==> src/rtl/vec_pipe_pkg.sv <==
`default_nettype none
// ============================================================================
// Module   : vec_pipe_pkg
// Brief    : Shared types and helpers for the vector ALU pipeline
//            forwarding/hazard logic.
// Revision : 1.0 - initial release
// ============================================================================
package vec_pipe_pkg;

    // Operand source, encoded as seen on the debug outputs
    typedef enum logic [1:0] {
        FWD_RF  = 2'd0,
        FWD_MEM = 2'd1,
        FWD_WB  = 2'd2,
        FWD_IMM = 2'd3
    } fwd_src_e;

    // Load-use hazard controller state
    typedef enum logic [0:0] {
        HZ_IDLE  = 1'b0,
        HZ_STALL = 1'b1
    } hz_state_e;

    // Width of the extra-bubble counter (covers up to two bubbles)
    localparam int c_cnt_w = 2;

    // Bit offset of lane 'lane' inside a packed vector of 'lane_w'-bit lanes
    function automatic int lane_lsb(input int lane, input int lane_w);
        return lane * lane_w;
    endfunction

endpackage
`default_nettype wire

==> src/rtl/vec_lane_fwd_mux.sv <==
`default_nettype none
// ============================================================================
// Module   : vec_lane_fwd_mux
// Brief    : One lane of operand forwarding. MEM result beats WB result,
//            which beats the register-file read data.
// Revision : 1.0 - initial release
// ============================================================================
module vec_lane_fwd_mux
    import vec_pipe_pkg::*;
#(
    parameter int DATA_W = 32
) (
    input  logic              i_mem_hit,
    input  logic              i_wb_hit,
    input  logic [DATA_W-1:0] i_rf_data,
    input  logic [DATA_W-1:0] i_mem_data,
    input  logic [DATA_W-1:0] i_wb_data,
    output logic [DATA_W-1:0] o_data,
    output fwd_src_e          o_src
);

    // Priority select: youngest in-flight result wins
    always_comb begin
        o_data = i_rf_data;
        o_src  = FWD_RF;
        if (i_mem_hit) begin
            o_data = i_mem_data;
            o_src  = FWD_MEM;
        end else if (i_wb_hit) begin
            o_data = i_wb_data;
            o_src  = FWD_WB;
        end
    end

endmodule
`default_nettype wire

==> src/rtl/vec_fwd_hazard_unit.sv <==
`default_nettype none
// ============================================================================
// Module   : vec_fwd_hazard_unit
// Brief    : ID->EX forwarding and load-use hazard unit for the vector ALU.
//            Resolves both operands per lane from MEM/WB (lane masks
//            honoured), applies the immediate on operand B, registers the
//            result into EX and stalls ID on load-use hazards.
// Revision : 1.0 - initial release
// ============================================================================
module vec_fwd_hazard_unit
    import vec_pipe_pkg::*;
#(
    parameter int DATA_W       = 32,
    parameter int LANES        = 4,
    parameter int REG_AW       = 4,
    parameter int LOAD_BUBBLES = 1,
    parameter int ZERO_REG     = 1
) (
    input  logic                    clk,
    input  logic                    rst,
    input  logic                    flush,
    input  logic                    id_valid,
    input  logic [REG_AW-1:0]       id_ra,
    input  logic [REG_AW-1:0]       id_rb,
    input  logic [DATA_W*LANES-1:0] id_ra_data,
    input  logic [DATA_W*LANES-1:0] id_rb_data,
    input  logic                    id_imm_en,
    input  logic [DATA_W*LANES-1:0] id_imm,
    input  logic [REG_AW-1:0]       id_dest,
    input  logic                    id_we,
    input  logic                    id_is_load,
    input  logic [REG_AW-1:0]       mem_dest,
    input  logic                    mem_we,
    input  logic [LANES-1:0]        mem_wmask,
    input  logic [DATA_W*LANES-1:0] mem_res,
    input  logic                    mem_is_load,
    input  logic [REG_AW-1:0]       wb_dest,
    input  logic                    wb_we,
    input  logic [LANES-1:0]        wb_wmask,
    input  logic [DATA_W*LANES-1:0] wb_res,
    output logic                    stall,
    output logic                    ex_valid,
    output logic [DATA_W*LANES-1:0] ex_opa,
    output logic [DATA_W*LANES-1:0] ex_opb,
    output logic [REG_AW-1:0]       ex_dest,
    output logic                    ex_we,
    output logic                    ex_is_load,
    output logic [1:0]              fwd_a,
    output logic [1:0]              fwd_b
);

    localparam int                 c_vw    = DATA_W * LANES;
    localparam logic [c_cnt_w-1:0] c_extra = c_cnt_w'(LOAD_BUBBLES - 1);

    hz_state_e            r_state;
    logic [c_cnt_w-1:0]   r_cnt;

    logic                 r_ex_valid;
    logic [c_vw-1:0]      r_ex_opa;
    logic [c_vw-1:0]      r_ex_opb;
    logic [REG_AW-1:0]    r_ex_dest;
    logic                 r_ex_we;
    logic                 r_ex_is_load;
    logic [1:0]           r_fwd_a;
    logic [1:0]           r_fwd_b;

    logic                 w_ra_zero;
    logic                 w_rb_zero;
    logic                 w_mem_fwd_ok;
    logic                 w_mem_match_a;
    logic                 w_mem_match_b;
    logic                 w_wb_match_a;
    logic                 w_wb_match_b;
    logic [c_vw-1:0]      w_opa_fwd;
    logic [c_vw-1:0]      w_opb_fwd;
    logic [c_vw-1:0]      w_opb;
    logic [LANES-1:0][1:0] w_src_a;
    logic [LANES-1:0][1:0] w_src_b;
    logic [1:0]           w_fwd_b;
    logic                 w_unused_src;
    logic                 w_load_in_ex;
    logic                 w_hz_a;
    logic                 w_hz_b;
    logic                 w_hazard;
    logic                 w_issue;

    // Register 0 is a constant when ZERO_REG is set: never forwarded or checked
    assign w_ra_zero = (ZERO_REG != 0) && (id_ra == '0);
    assign w_rb_zero = (ZERO_REG != 0) && (id_rb == '0);

    // With two load bubbles the load data is not available yet in MEM
    assign w_mem_fwd_ok  = mem_we && !(mem_is_load && (LOAD_BUBBLES == 2));
    assign w_mem_match_a = w_mem_fwd_ok && (mem_dest == id_ra) && !w_ra_zero;
    assign w_mem_match_b = w_mem_fwd_ok && (mem_dest == id_rb) && !w_rb_zero;
    assign w_wb_match_a  = wb_we && (wb_dest == id_ra) && !w_ra_zero;
    assign w_wb_match_b  = wb_we && (wb_dest == id_rb) && !w_rb_zero;

    for (genvar l = 0; l < LANES; l++) begin : g_lane
        localparam int c_lsb = lane_lsb(l, DATA_W);

        vec_lane_fwd_mux #(.DATA_W(DATA_W)) u_mux_a (
            .i_mem_hit  (w_mem_match_a && mem_wmask[l]),
            .i_wb_hit   (w_wb_match_a && wb_wmask[l]),
            .i_rf_data  (id_ra_data[c_lsb +: DATA_W]),
            .i_mem_data (mem_res[c_lsb +: DATA_W]),
            .i_wb_data  (wb_res[c_lsb +: DATA_W]),
            .o_data     (w_opa_fwd[c_lsb +: DATA_W]),
            .o_src      (w_src_a[l])
        );

        vec_lane_fwd_mux #(.DATA_W(DATA_W)) u_mux_b (
            .i_mem_hit  (w_mem_match_b && mem_wmask[l]),
            .i_wb_hit   (w_wb_match_b && wb_wmask[l]),
            .i_rf_data  (id_rb_data[c_lsb +: DATA_W]),
            .i_mem_data (mem_res[c_lsb +: DATA_W]),
            .i_wb_data  (wb_res[c_lsb +: DATA_W]),
            .o_data     (w_opb_fwd[c_lsb +: DATA_W]),
            .o_src      (w_src_b[l])
        );
    end

    // Only lane 0's source is reported; the other lanes' sources are debug-only
    assign w_unused_src = ^{w_src_a, w_src_b};

    assign w_opb   = id_imm_en ? id_imm : w_opb_fwd;
    assign w_fwd_b = id_imm_en ? FWD_IMM : w_src_b[0];

    // Load-use: the EX instruction is a writing load whose dest we read
    assign w_load_in_ex = r_ex_valid && r_ex_is_load && r_ex_we;
    assign w_hz_a       = (r_ex_dest == id_ra) && !w_ra_zero;
    assign w_hz_b       = !id_imm_en && (r_ex_dest == id_rb) && !w_rb_zero;
    assign w_hazard     = (r_state == HZ_IDLE) && w_load_in_ex && id_valid &&
                          (w_hz_a || w_hz_b);

    assign stall   = !flush && ((r_state == HZ_STALL) || w_hazard);
    assign w_issue = id_valid && !stall && !flush;

    // Hazard FSM: extra bubbles beyond the first are counted down in STALL
    always_ff @(posedge clk) begin
        if (!rst) begin
            r_state <= HZ_IDLE;
            r_cnt   <= '0;
        end else if (flush) begin
            r_state <= HZ_IDLE;
            r_cnt   <= '0;
        end else begin
            case (r_state)
                HZ_IDLE: begin
                    if (w_hazard && (LOAD_BUBBLES == 2)) begin
                        r_state <= HZ_STALL;
                        r_cnt   <= c_extra;
                    end
                end
                HZ_STALL: begin
                    if (r_cnt != '0) begin
                        r_cnt <= r_cnt - c_cnt_w'(1);
                    end
                    if (r_cnt <= c_cnt_w'(1)) begin
                        r_state <= HZ_IDLE;
                    end
                end
                default: begin
                    r_state <= HZ_IDLE;
                    r_cnt   <= '0;
                end
            endcase
        end
    end

    // ID->EX pipeline register; operands hold when nothing issues
    always_ff @(posedge clk) begin
        if (!rst) begin
            r_ex_valid   <= 1'b0;
            r_ex_opa     <= '0;
            r_ex_opb     <= '0;
            r_ex_dest    <= '0;
            r_ex_we      <= 1'b0;
            r_ex_is_load <= 1'b0;
            r_fwd_a      <= '0;
            r_fwd_b      <= '0;
        end else if (w_issue) begin
            r_ex_valid   <= 1'b1;
            r_ex_opa     <= w_opa_fwd;
            r_ex_opb     <= w_opb;
            r_ex_dest    <= id_dest;
            r_ex_we      <= id_we;
            r_ex_is_load <= id_is_load;
            r_fwd_a      <= w_src_a[0];
            r_fwd_b      <= w_fwd_b;
        end else begin
            r_ex_valid   <= 1'b0;
            r_ex_we      <= 1'b0;
            r_ex_is_load <= 1'b0;
        end
    end

    assign ex_valid   = r_ex_valid;
    assign ex_opa     = r_ex_opa;
    assign ex_opb     = r_ex_opb;
    assign ex_dest    = r_ex_dest;
    assign ex_we      = r_ex_we;
    assign ex_is_load = r_ex_is_load;
    assign fwd_a      = r_fwd_a;
    assign fwd_b      = r_fwd_b;

endmodule
`default_nettype wire

==> config.mk <==
export PLATFORM = sky130hd
export DESIGN_NAME = vec_fwd_hazard_unit
export DESIGN_NICKNAME = d
export VERILOG_FILES = /design/src/rtl/vec_pipe_pkg.sv /design/src/rtl/vec_lane_fwd_mux.sv /design/src/rtl/vec_fwd_hazard_unit.sv
export SDC_FILE = /design/constraint.sdc
export NUM_CORES = 1
export LEC_CHECK = 0
export CORE_AREA = 3 3 371 373
export DETAILED_ROUTE_END_ITERATION = 8
export DIE_AREA = 0 0 374 376
export SETUP_SLACK_MARGIN = 0.5
export SYNTH_ARGS = -nofsm -noshare
export SYNTH_HDL_FRONTEND = slang
export SYNTH_SLANG_ARGS = --single-unit
==> constraint.sdc <==
create_clock -name clk -period 4.3 [get_ports clk]
set_clock_uncertainty 0.1 [all_clocks]
set_input_delay 0.645 -clock clk [delete_from_list [all_inputs] [get_ports clk]]
set_output_delay 0.645 -clock clk [all_outputs]
set_load 0.02 [all_outputs]
Word level (Yosys, flattened, before mapping)
Index checks and enable logic that the tools add are counted.
Word-level totals
  register bits after elaboration: 270
  input bits: 678
  word-level logic and storage cells: 93
Operators by class
  add/subtract/negate cells: 1
  $lt $le $gt $ge: 1
  eq/ne operators: 6
  muxes and demuxes: 24
  bitwise operators: 2
  reductions and logical operators: 49
Operators with widths (count)
  32-bit 2-to-1 mux: 16
  128-bit 2-to-1 mux: 1
  1-bit logical AND: 35
  4-bit equality test: 6
  2-bit 2-to-1 mux: 5
  4-bit logical NOT: 2
  1-bit logical NOT: 5
  2-bit AND reduction: 2
  3-bit OR reduction: 1
  2-bit by 1-bit less-or-equal comparator with 1-bit output (second input constant): 1
  1-bit logical OR: 2
  1-bit 2-to-1 mux: 2
  1-bit NOT: 2
  2-bit nonzero test: 1
  2-bit OR reduction: 1
  2-bit by 1-bit subtractor with 2-bit output (second input constant): 1

Depth between registers and ports, before layout
  word-level depth: 11
  depth in mapped cells: 10
  mapped depth without buffers: 6

Hierarchy
A second synthesis with hierarchy kept.
Second synthesis, totals
  cells, all modules: 2146
  area total of the unflattened synthesis: 18016.0 um2
By module, submodules not included
  vec_fwd_hazard_unit: instances 1, cells an instance 1274, area an instance 12260.5 um2, seq. area each 5405.2 um2
  vec_lane_fwd_mux: instances 8, cells an instance 109, area an instance 719.4 um2, seq. area each 0.0 um2

Worst setup path before layout
Ideal clock, no wire load.
  path kind: input-to-reg
  start: in id_ra[0]
  end: reg r_ex_opa[32], in the netlist ex_opa[32]
  arrival: 2369 ps
  path slack: 1773 ps
  cell stages on the path: 9
  buffers on the path: 3
  cells stage by stage: buf_2 > or4_1 > nand2_1 > or3_1 > buf_2 > clkbuf_1 > o21ai_0 > a311oi_1 > a31o_2
Between the ends
  longest elaborated chain between the ends: 10
  elaborated cells on any way between the ends: 21
  those cells by class: eq/ne: 3; mux: 2; reduce/logical: 16
RTL lines
  start: declaration: RTL line vec_fwd_hazard_unit.sv:23  | input logic [REG_AW-1:0] id_ra,
  4-bit logical NOT: RTL line vec_fwd_hazard_unit.sv:88  | assign w_ra_zero = (ZERO_REG != 0) && (id_ra == '0);
  1-bit logical NOT: RTL line vec_fwd_hazard_unit.sv:93, vec_fwd_hazard_unit.sv:95, vec_fwd_hazard_unit.sv:130
  1-bit logical AND: RTL line vec_fwd_hazard_unit.sv:130  | assign w_hz_a = (r_ex_dest == id_ra) && !w_ra_zero;
  1-bit logical OR: RTL line vec_fwd_hazard_unit.sv:133  | (w_hz_a || w_hz_b);
  1-bit logical AND: RTL line vec_fwd_hazard_unit.sv:132  | assign w_hazard = (r_state == HZ_IDLE) && w_load_in_ex && id_valid &&
  1-bit logical OR: RTL line vec_fwd_hazard_unit.sv:135  | assign stall = !flush && ((r_state == HZ_STALL) || w_hazard);
  1-bit logical AND: RTL line vec_fwd_hazard_unit.sv:135
  1-bit logical NOT: RTL line vec_fwd_hazard_unit.sv:136  | assign w_issue = id_valid && !stall && !flush;
  1-bit logical AND (2 in series): RTL line vec_fwd_hazard_unit.sv:136
  end signal: assignment: RTL line vec_fwd_hazard_unit.sv:183  | r_ex_opa <= w_opa_fwd;
  end: declaration: RTL line vec_fwd_hazard_unit.sv:59  | logic [c_vw-1:0] r_ex_opa;
Parallel ways exist; a longest one is shown, timed or not.
A chain may end at the register's enable or synchronous reset.

Worst setup path in the final report
  start: in id_rb[0]
  end: reg r_ex_opb[99], in the netlist ex_opb[99]
Between the ends
  longest elaborated chain between the ends: 10
  elaborated cells on any way between the ends: 23
  those cells by class: eq/ne: 3; mux: 3; reduce/logical: 17
RTL lines
  start: declaration: RTL line vec_fwd_hazard_unit.sv:24  | input logic [REG_AW-1:0] id_rb,
  4-bit equality test / 4-bit logical NOT (equally long branches): RTL line vec_fwd_hazard_unit.sv:131, vec_fwd_hazard_unit.sv:89
  1-bit logical AND / 1-bit logical NOT (equally long branches): RTL line vec_fwd_hazard_unit.sv:131, vec_fwd_hazard_unit.sv:94, vec_fwd_hazard_unit.sv:96
  1-bit logical AND: RTL line vec_fwd_hazard_unit.sv:131  | assign w_hz_b = !id_imm_en && (r_ex_dest == id_rb) && !w_rb_zero;
  1-bit logical OR: RTL line vec_fwd_hazard_unit.sv:133
  1-bit logical AND: RTL line vec_fwd_hazard_unit.sv:132
  1-bit logical OR: RTL line vec_fwd_hazard_unit.sv:135
  1-bit logical AND: RTL line vec_fwd_hazard_unit.sv:135
  1-bit logical NOT: RTL line vec_fwd_hazard_unit.sv:136
  1-bit logical AND (2 in series): RTL line vec_fwd_hazard_unit.sv:136
  end signal: assignment: RTL line vec_fwd_hazard_unit.sv:184  | r_ex_opb <= w_opb;
  end: declaration: RTL line vec_fwd_hazard_unit.sv:60  | logic [c_vw-1:0] r_ex_opb;
Parallel ways exist; a longest one is shown, timed or not.

==> flow_summary_export.csv <==
group,metric,value,unit
clock_network,postCtsSetupBuffers,0,
critical_path,r2r_cells,8,
critical_path,r2r_end,"ex_opa[64]",
critical_path,rrSetupSlack,1670,ps
timing,max_slew.worst_pin.slew,908,ps
die,die_x,374,um
clock_network,cts_root_buffer,"clkbuf_16",
die,coreArea,0.135,mm^2
timing,period_needed,3540,ps
pwr,power_density,281,mW/mm^2
logic_synthesis,yosys.area.top_type_share,32.7,%
critical_path,arrival,3960,ps
logic_synthesis,syn_inst,2214,
timing,fmax,282,MHz
min_path,whs_endpoint,"ex_opb[8]",
layout,area_growth,79.0,%
logic_synthesis,ys_seq_elements,270,
logic_synthesis,synth_area_per_cell,7.48,um^2
critical_path,critPathSlowestCell,"or3_2",
logic_synthesis,synth_common_cells,"441 x nand2_1, 270 x dfxtp_1, 203 x clkbuf_1",
die,start_util,12.3,%
pwr,p_sw_share,30.2,%
placed_design,finalWeightedCongestion,0.923,
critical_path,critPathLaunchType,"input pin",
logic_synthesis,synth.area.top_cells,"dfxtp_1 33%, nand2_1 10%, o21ai_0 5.9%, a311oi_1 5.1%, nand3_1 4.8%",
clock_network,cts_hold_buf,0,
logic_synthesis,ys_warn_count,0,
logic_synthesis,synth_cell_types,48,
logic_synthesis,synthFlopType,"dfxtp_1",
detailed_routing,num_vias,21800,
timing,worst_slack,756,ps
clock_network,numCtsBuffers,38,
timing,rsz0062_at_grt,"no",
detailed_routing,wire_per_inst,26.1,um
pwr,p_comb_share,25.8,%
min_path,min_from,"ex_opb[8]",
detailed_routing,vias_per_cell,4.45,
logic_synthesis,synth_edf_count,0,
detailed_routing,dr.pass1.iters,5,
pwr,ir_worst_vdd,213,uV
clock_network,cts_tree,"yes",
placed_design,dp_hpwl,102000,um
critical_path,path_cells,"clkdlybuf4s50_1 > xor2_1 > or3_1 > or3_2 > a211oi_1 > o221a_1",
pwr,switchingPower,2.52,mW
detailed_routing,drt-total-wl,128000,um
layout,final_layout_size_suffix_gt1_share,8.62,%
job,drv_cap,0,
global_route,grt_overflow_total,0,
clock_network,htreeDepth,2,
global_route,grt_max_degree,124,
min_path,hold_class,"reg2reg",
die,io_pins,946,
logic_synthesis,synth.most_common_cell,"nand2_1",
logic_synthesis,yosys.area.top_type,"dfxtp_1",
placed_design,io_buffers,944,
timing,slew_headroom,39.5,%
pwr,p_leak,11.2,nW
logic_synthesis,yosysSeqAreaShare,32.7,%
clock_network,worstSkewPairLatency,570,ps
logic_synthesis,async_flop_share,0,%
timing,period_share,82.4,%
die,row_count,135,
die,die_y,376,um
critical_path,path_class,"in2reg",
placed_design,preCtsSetupSlack,291,ps
timing,finalHoldViolCount,0,
status,status,"finished, final reports clean",
detailed_routing,route.detailed.drc,0,
critical_path,cpPeakStageDelay,880,ps
min_path,hold_depth,2,
clock_network,clk_pin_slew_worst_paths,60,ps
die,die_area,0.141,mm^2
timing,drv_slew,0,
critical_path,endpoint_kind,"flop",
layout,num-nets-final,3738,
global_route,antenna_found_initial,83,
critical_path,cp_max_fo,36,
pwr,power.total,8.34,mW
pwr,pwr-share-seq,32.9,%
critical_path,worstPathRequired,4720,ps
timing,totalNegativeSetupSlack,0,ps
clock_network,cts_sinks,270,
pwr,power_frac_clock,41.3,%
logic_synthesis,netlist_area,0.0166,mm^2
detailed_routing,drt_iter0_markers,1777,
global_route,grt_pass1_vias,20600,
critical_path,timing.rr.start,"ex_dest[3]",
timing,finalSetupViolCount,0,
clock_network,clk_path_buf_depth,3,
logic_synthesis,syn_nets,2894,
clock_network,cts_resized,0,
global_route,grt_pass1_wl,171000,um
detailed_routing,antenna_left,0,
global_route,grt_use_total,17.0,%
pwr,p_int,5.82,mW
==> cell usage in the layout, fill, tap and decap left out, types with 3 or more instances in the layout <==
master,instances
clkdlybuf4s50_1,941
nand2_1,440
dfxtp_1,270
o21ai_0,194
nor2_1,165
nand3_1,160
a211oi_1,97
a311oi_1,96
buf_4,92
a31o_1,77
mux2i_1,64
a21oi_1,63
o221a_2,48
clkbuf_16,39
nand4_1,37
and3_1,36
nor2b_1,33
o211ai_1,32
o311a_1,32
diode_2,23
buf_12,21
a31o_2,19
o221a_1,16
xor2_1,13
xnor2_1,9
a21boi_0,8
clkbuf_8,7
or3_2,6
nor3_1,6
inv_1,6
clkbuf_1,6
clkinv_2,6
bufinv_16,5
nor4_1,3
or4_1,3
==> cells by family (layout without fill, tap and decap cells) <==
logic type      after synthesis  count (layout)  share of synthesized area [%]
compound gates              687             687                           30.8
xor+xnor                     23              23                           1.26
fa+ha+maj                     2               2                          0.151
buf+inv                     258            1129                           6.95
flops                       270             270                           32.7
mux                          64              64                           3.87
other cells                   0              23                              0
simple gates                910             910                           24.3
==> critical path, delay by kind of cell <==
| family | cells | cell delay (ps) |
|---|---|---|
| and+or+nand+nor | 2 | 1390 |
| AOI/OAI and AO/OA | 2 | 1030 |
| buffers and inverters | 1 | 590 |
| xor gates and xnor gates | 1 | 240 |
==> power groups by stage <==
stage               logic, mW  registers (mW)  clock network, mW
finish                   2.15            2.74               3.45
global route             2.26            2.76               3.64
global placement         2.13            2.79                  0
detailed placement       2.13            2.79                  0
floorplan               0.610            2.95                  0
CTS                      2.15            2.74               3.57
==> metrics by stage <==
stage / util, % / instances / instance area, um^2 / hold slack [ps]
final: 22.0 / 4889 / 29600 / 352
after detailed placement: 20.9 / 4799 / 28300 / 344
after global placement: 20.9 / 4799 / 28300 / 343
after global routing: 21.9 / 4874 / 29600 / 369
after CTS: 21.9 / 4866 / 29600 / 354
after floorplan: - / 2214 / 16600 / 328
==> state kept, by name (all words and copies together) (netlist names) <==
name        count
ex_valid        1
fwd_b           2
fwd_a           2
r_state         1
ex_dest         4
ex_opb        128
ex_we           1
ex_is_load      1
r_cnt           2
ex_opa        128
==> per-layer routing <==
| metal | share of wire, % | GRT usage [%] | vias up | wire (um) |
|---|---|---|---|---|
| li1 | - | - | 9868 | - |
| met1 | 42 | 21.5 | 10500 | 53000 |
| met2 | 46 | 28.0 | 1131 | 58500 |
| met3 | 9.2 | 5.04 | 249 | 11700 |
| met4 | 3.3 | 5.02 | 30 | 4270 |
| met5 | 0.15 | 0 | - | 194 |
==> worst max-delay path by stage <==
stage          startpoint          to  slack (ps)  depth (start not counted)
2_1_floorplan    id_ra[0]  ex_opa[32]        1770                          9
3_3_place_gp     id_rb[0]  ex_opb[99]         310                          6
3_5_place_dp     id_rb[0]  ex_opb[99]         290                          6
4_1_cts          id_rb[0]  ex_opb[99]         940                          6
5_1_grt          id_rb[0]  ex_opb[99]         820                          6
6_report         id_rb[0]  ex_opb[99]         760                          6
==> final cells by class <==
cell class,instances,area [um^2]
well taps,1781,2230
clock inverters,15,214
flip-flops and latches,270,5410
fillers,14900,105000
multi-input cells,1686,10000
diodes,23,57.6
clock buffers,52,1090
inverters,6,22.5
repair buffers,1056,10600
Note: power is estimated with default switching activity, not from simulation.
